--- src/rtl/cve2_pkg.sv ---
// Shared types for the core sleep controller: FSM state encoding and
// the helper that sizes the hysteresis counters.
package cve2_pkg;

   typedef enum logic [2:0] {
      SLP_DISABLED = 3'd0,
      SLP_RUN      = 3'd1,
      SLP_IDLE     = 3'd2,
      SLP_SLEEP    = 3'd3,
      SLP_WAKE     = 3'd4
   } sleep_state_e;

   // A delay of N needs a counter reaching N-1; never narrower than one bit.
   function automatic int unsigned cnt_width(input int unsigned delay);
      return (delay > 32'd1) ? $clog2(delay) : 32'd1;
   endfunction

endpackage

--- src/rtl/cve2_clock_gate.sv ---
// Latch-based glitch-free clock gate; the enable is captured while the
// clock is low so clk_o only ever produces whole high phases.
module cve2_clock_gate (
   input  logic clk_i,
   input  logic en_i,
   input  logic scan_cg_en_i,
   output logic clk_o
);

   logic r_en_latch;

   // Enable latch, transparent during the low phase of clk_i.
   always_latch begin
      if (!clk_i) begin
         r_en_latch <= en_i | scan_cg_en_i;
      end
   end

   assign clk_o = clk_i & r_en_latch;

endmodule

--- src/rtl/cve2_sleep_ctrl.sv ---
// Core clock-enable / sleep controller: sticky fetch enable, idle hysteresis
// before gating, maskable + unmaskable wake with clock-settle delay.
module cve2_sleep_ctrl
   import cve2_pkg::*;
#(
   parameter int unsigned NumWakeSrc = 4,
   parameter int unsigned IdleDelay  = 2,
   parameter int unsigned WakeDelay  = 1,
   parameter int unsigned CntW       = 16
) (
   input  logic                  clk_i,
   input  logic                  rst_i,
   input  logic                  test_en_i,
   input  logic                  fetch_enable_i,
   input  logic                  core_busy_i,
   input  logic [NumWakeSrc-1:0] wake_src_i,
   input  logic [NumWakeSrc-1:0] wake_mask_i,
   input  logic                  wake_nmi_i,
   input  logic                  debug_req_i,
   output logic                  clk_o,
   output logic                  clock_en_o,
   output logic                  fetch_enable_o,
   output logic                  core_sleep_o,
   output logic [NumWakeSrc+1:0] wake_cause_o,
   output logic [CntW-1:0]       sleep_cnt_o
);

   localparam int unsigned IdleCntW = cnt_width(IdleDelay);
   localparam int unsigned WakeCntW = cnt_width(WakeDelay);
   localparam logic [IdleCntW-1:0] IdleLast =
      IdleCntW'((IdleDelay > 32'd0) ? (IdleDelay - 32'd1) : 32'd0);
   localparam logic [WakeCntW-1:0] WakeLast =
      WakeCntW'((WakeDelay > 32'd0) ? (WakeDelay - 32'd1) : 32'd0);

   sleep_state_e          r_state;
   logic                  r_fetch_en;
   logic                  r_clock_en;
   logic                  r_core_sleep;
   logic [NumWakeSrc+1:0] r_wake_cause;
   logic [CntW-1:0]       r_sleep_cnt;
   logic [IdleCntW-1:0]   r_idle_cnt;
   logic [WakeCntW-1:0]   r_wake_cnt;

   logic [NumWakeSrc-1:0] w_wake_masked;
   logic                  w_wake_any;
   logic                  w_cnt_sat;

   assign w_wake_masked = wake_src_i & wake_mask_i;
   assign w_wake_any    = (|w_wake_masked) | wake_nmi_i | debug_req_i;
   assign w_cnt_sat     = (r_sleep_cnt == {CntW{1'b1}});

   // Sleep FSM; clock_en / core_sleep are registered alongside the state so
   // they are clean decodes with no input-to-output combinational path.
   always_ff @(posedge clk_i) begin
      if (rst_i) begin
         r_state      <= SLP_DISABLED;
         r_fetch_en   <= 1'b0;
         r_clock_en   <= 1'b0;
         r_core_sleep <= 1'b0;
         r_wake_cause <= '0;
         r_sleep_cnt  <= '0;
         r_idle_cnt   <= '0;
         r_wake_cnt   <= '0;
      end else begin
         if (fetch_enable_i) begin
            r_fetch_en <= 1'b1;
         end
         case (r_state)
            SLP_DISABLED: begin
               if (r_fetch_en) begin
                  r_state    <= SLP_RUN;
                  r_clock_en <= 1'b1;
               end
            end
            SLP_RUN: begin
               if (!core_busy_i && !w_wake_any) begin
                  if (IdleDelay == 32'd0) begin
                     r_state      <= SLP_SLEEP;
                     r_clock_en   <= 1'b0;
                     r_core_sleep <= 1'b1;
                     if (!w_cnt_sat) begin
                        r_sleep_cnt <= r_sleep_cnt + CntW'(1);
                     end
                  end else begin
                     r_state    <= SLP_IDLE;
                     r_idle_cnt <= '0;
                  end
               end
            end
            SLP_IDLE: begin
               // Busy or wake on the same cycle as the final idle count wins.
               if (core_busy_i || w_wake_any) begin
                  r_state <= SLP_RUN;
               end else if (r_idle_cnt == IdleLast) begin
                  r_state      <= SLP_SLEEP;
                  r_clock_en   <= 1'b0;
                  r_core_sleep <= 1'b1;
                  if (!w_cnt_sat) begin
                     r_sleep_cnt <= r_sleep_cnt + CntW'(1);
                  end
               end else begin
                  r_idle_cnt <= r_idle_cnt + IdleCntW'(1);
               end
            end
            SLP_SLEEP: begin
               if (w_wake_any) begin
                  r_wake_cause <= {debug_req_i, wake_nmi_i, w_wake_masked};
                  r_core_sleep <= 1'b0;
                  if (WakeDelay == 32'd0) begin
                     r_state    <= SLP_RUN;
                     r_clock_en <= 1'b1;
                  end else begin
                     r_state    <= SLP_WAKE;
                     r_wake_cnt <= '0;
                  end
               end
            end
            SLP_WAKE: begin
               // Once started, a wake always completes even if the source drops.
               if (r_wake_cnt == WakeLast) begin
                  r_state    <= SLP_RUN;
                  r_clock_en <= 1'b1;
               end else begin
                  r_wake_cnt <= r_wake_cnt + WakeCntW'(1);
               end
            end
            default: begin
               r_state      <= SLP_DISABLED;
               r_clock_en   <= 1'b0;
               r_core_sleep <= 1'b0;
            end
         endcase
      end
   end

   cve2_clock_gate u_clock_gate (
      .clk_i        (clk_i),
      .en_i         (r_clock_en),
      .scan_cg_en_i (test_en_i),
      .clk_o        (clk_o)
   );

   assign clock_en_o     = r_clock_en;
   assign fetch_enable_o = r_fetch_en;
   assign core_sleep_o   = r_core_sleep;
   assign wake_cause_o   = r_wake_cause;
   assign sleep_cnt_o    = r_sleep_cnt;

endmodule

--- config.mk ---
export PLATFORM = sky130hd
export DESIGN_NAME = cve2_sleep_ctrl
export DESIGN_NICKNAME = d
export VERILOG_FILES = /design/src/rtl/cve2_pkg.sv /design/src/rtl/cve2_clock_gate.sv /design/src/rtl/cve2_sleep_ctrl.sv
export SDC_FILE = /design/constraint.sdc
export NUM_CORES = 1
export LEC_CHECK = 0
export CORE_ASPECT_RATIO = 0.6
export CORE_MARGIN = 2
export CORE_UTILIZATION = 48
export CTS_CLUSTER_SIZE = 8
export DETAILED_ROUTE_END_ITERATION = 8
export GPL_TIMING_DRIVEN = 0
export PLACE_DENSITY_LB_ADDON = 0.3
export SLEW_MARGIN = 10
export SYNTH_ARGS = -nofsm -noshare
export SYNTH_HDL_FRONTEND = slang
export SYNTH_SLANG_ARGS = --single-unit
--- constraint.sdc ---
create_clock -name clk_i -period 2.8 [get_ports clk_i]
set_clock_uncertainty 0.1 [all_clocks]
set_input_delay 0.28 -clock clk_i [delete_from_list [all_inputs] [get_ports clk_i]]
set_output_delay 0.28 -clock clk_i [all_outputs]
set_load 0.02 [all_outputs]
==> results of run 1 <==
-- stage by stage --
step	TNS, ns	setup WS [ns]
6_report	-0.00878	-0.00878
5_1_grt	-0.0373	-0.0373
4_1_cts	-0.0123	-0.0123
3_5_place_dp	-0.893	-0.157
3_3_place_gp	-0.814	-0.153
2_1_floorplan	0	0.439
-- report_power, final --
part / internal [W] / switching [W] / total [W] / leakage, nW
sequential: 0.000440 / 0.0000145 / 0.000455 / 0.243
combinational: 0.0000681 / 0.0000793 / 0.000147 / 0.404
clock: 0.000291 / 0.000194 / 0.000484 / 0.0748
total: 0.000799 / 0.000287 / 0.00109 / 0.721
-- worst min-delay path by stage --
stage                         start               to  slack, ns  depth (start not counted)
global placement       core_sleep_o     core_sleep_o       0.34                          2
CTS                           rst_i  sleep_cnt_o[11]       0.33                          3
detailed placement     core_sleep_o     core_sleep_o       0.34                          2
floorplan            fetch_enable_i   fetch_enable_o       0.30                          2
finish                        rst_i   sleep_cnt_o[8]       0.33                          3
global route        wake_cause_o[3]  wake_cause_o[3]       0.37                          2
-- cell families after synthesis --
logic type | count (synthesis)
AND/OR/NAND/NOR | 91
AO/OA/AOI/OAI | 39
flip-flops | 29
buffers and inverters | 15
multiplexers | 9
adder cells (fa/ha/maj) | 1
latches | 1
-- synth_stat cells (all sizes together) (4+ instances only) --
master  count  share of area
clkbuf      9          0.021
nand4       6          0.028
a211oi      4          0.019
nor2       22          0.052
nor4        7          0.032
nand2      11          0.026
mux2        7          0.050
or4         6          0.028
a21oi      13          0.041
o31ai       6          0.028
o21ai       4          0.013
nor2b       8          0.032
and4        5          0.028
nand3       8          0.025
dfxtp      29           0.37
-- metal layers --
metal | up-vias | GRT usage | part of all wire
li1 | 804 | - | -
met1 | 776 | 0.347 | 0.52
met2 | 60 | 0.309 | 0.41
met3 | 9 | 0.0653 | 0.065
met4 | 0 | 0.111 | 0.012
met5 | - | 0 | 0
-- critical path, stage by stage (launching register included) --
cell,delay [ns]
dlxtn_2,0.40
and2_4,0.13
buf_6,0.10
-- sequential cells by signal, summed over array words and instances, names as in the netlist --
register / flops
clock_en_o: 1
core_sleep_o: 1
fetch_enable_o: 1
r_idle_cnt: 1
r_state: 3
sleep_cnt_o: 16
u_clock_gate.r_en_latch: 1
wake_cause_o: 6
-- timing repair --
item,CTS,global route
pin swaps,0,2
gates resized for setup,5,5
setup endpoints to repair,2,8
buffers inserted,0,2
-- area by class of cell --
type                    count  area (um2)  share of cell area
multi-input cells         140         928               0.425
flip-flops and latches     30         597               0.274
repair buffers             40         395               0.181
clock buffers              10         125              0.0573
plain buffers              12        60.1              0.0275
well taps                  45        56.3              0.0258
inverters                   3        11.3             0.00516
clock inverters             2        8.76             0.00401
==> summary.md, run 1 <==
| Metric | Value |
|---|---|
| WP data required | 2.42 ns |
| HPWL Detailed | 2990 um |
| Final core utilization | 0.681 |
| Mean Syn Cell Area | 8.55 um2 |
| Hold Crit Class | in2reg |
| Main combinational cell family by area after synthesis | simple AND/OR/NAND/NOR gates |
| Crit path kind | latch2out |
| DIE AREA | 3780 um2 |
| PwrDens | 498 nW/um2 |
| DRT Wirelength | 4200 um |
| Total power | 0.00109 W |
| Failing checks | setup timing |
| Post-Synth XOR/XNOR Area | 0 |
| Slew @ Worst Pin | 0.581 ns |
| Placed instance count | 269 |
| GPL Wtd Cong | 0.909 |
| Slew Limit Fails | 0 |
| Cell variety after synth | 45 |
| Synthesis-stage register bit count | 30 |
| R2R setup slack | 0.31 ns |
| Top FF cell, synth | dfxtp_1 |
| Largest net degree at the start of global routing | 11 |
| Most frequent cells in the layout | clkdlybuf4s50_1, dfxtp_1, nor2_1 |
| Chip height | 48.5 um |
| Initial antenna violation count | 0 |
| Synth warnings | 0 |
| Clock-pin slew on the worst setup and hold paths | 0.07 ns |
| Effective utilization at floorplan | 0.494 |
| Layout cells sized above 1 | 0.110 |
| N_diodes | 0 |
| Synth-to-Final Area Change | 38.0% |
| Max-cap violation count | 0 |
| Outcome | finished, violations left |
| Most common cell after layout, fill and taps aside | clkdlybuf4s50_1 |
| Initial DRC Count | 145 |
| Crit path DAT | 2.43 ns |
| Syn_nets | 201 |
| Slew headroom | 0.610 |
| Worst reg2reg path endpoint | sleep_cnt_o[10] |
| Hold Buf Count CTS | 0 |
| LEAKAGE | 0.721 nW |
| Vias in the first global route | 1,537 |
| Crit path capture type | output port |
| DRC | 0 |
| First-pass GRT wire length | 6960 um |
| Post-synth EDFFs | 0 |
| Synth Area in Compound Gates | 0.171 |
| Total gr overflow | 0 |
| Placed Instance Area | 2030 um2 |
| Layout Cells excl Fill | 282 |
| Maximum net fanout on the critical path | 1 |
| Core Area | 3200 um2 |
| Adder-cell share of the synthesized area | 0.00791 |
| RSZ-0062 raised after global routing | yes |
| Multiplexer share of the synthesized area | 0.0625 |
| Final hold vios | 0 |
| Filler cells | 273 |
| VDD IR max | 402 uV |
| Row cnt | 16 |
| PnR worst setup slack | -0.00878 ns |
| Via count | 1,649 |
| Wire per inst | 14.9 um |
| Synth Area in Simple Gates | 0.337 |
| Worst setup path end | clk_o |
| CTS tree | yes |
| Post-route cell area | 2180 um2 |
| Worst R2R Start | sleep_cnt_o[0] |
| Drt first pass iters | 5 |
| Antenna viol nets, final | 0 |
| Hold Slack | 0.328 ns |
| # setup viols final | 2 |
| Clk_lat worst skew | 0.38 ns |
| Mapped Area | 1580 um2 |
| Fin nets | 252 |
| Startpoint types | latch |
| Boundary pin count | 41 |
| CP startpoint | u_clock_gate.r_en_latch |
| Global Route Usage Sum | 0.234 |
| PortBufs | 39 |
| Reg2Reg Depth | 6 |
| Mapped Cells | 185 |
| Vias per cell | 5.85 |
| Die width | 78.1 um |
| Async S/R FF share, synth | 0 |
Note: power is estimated with default switching activity, not from simulation.
==> run 2: changes to the inputs <==
- CAP_MARGIN: not set -> 15
==> results of run 2 <==
Same layout as run 1: the final DEF is identical, and so are final timing and power.
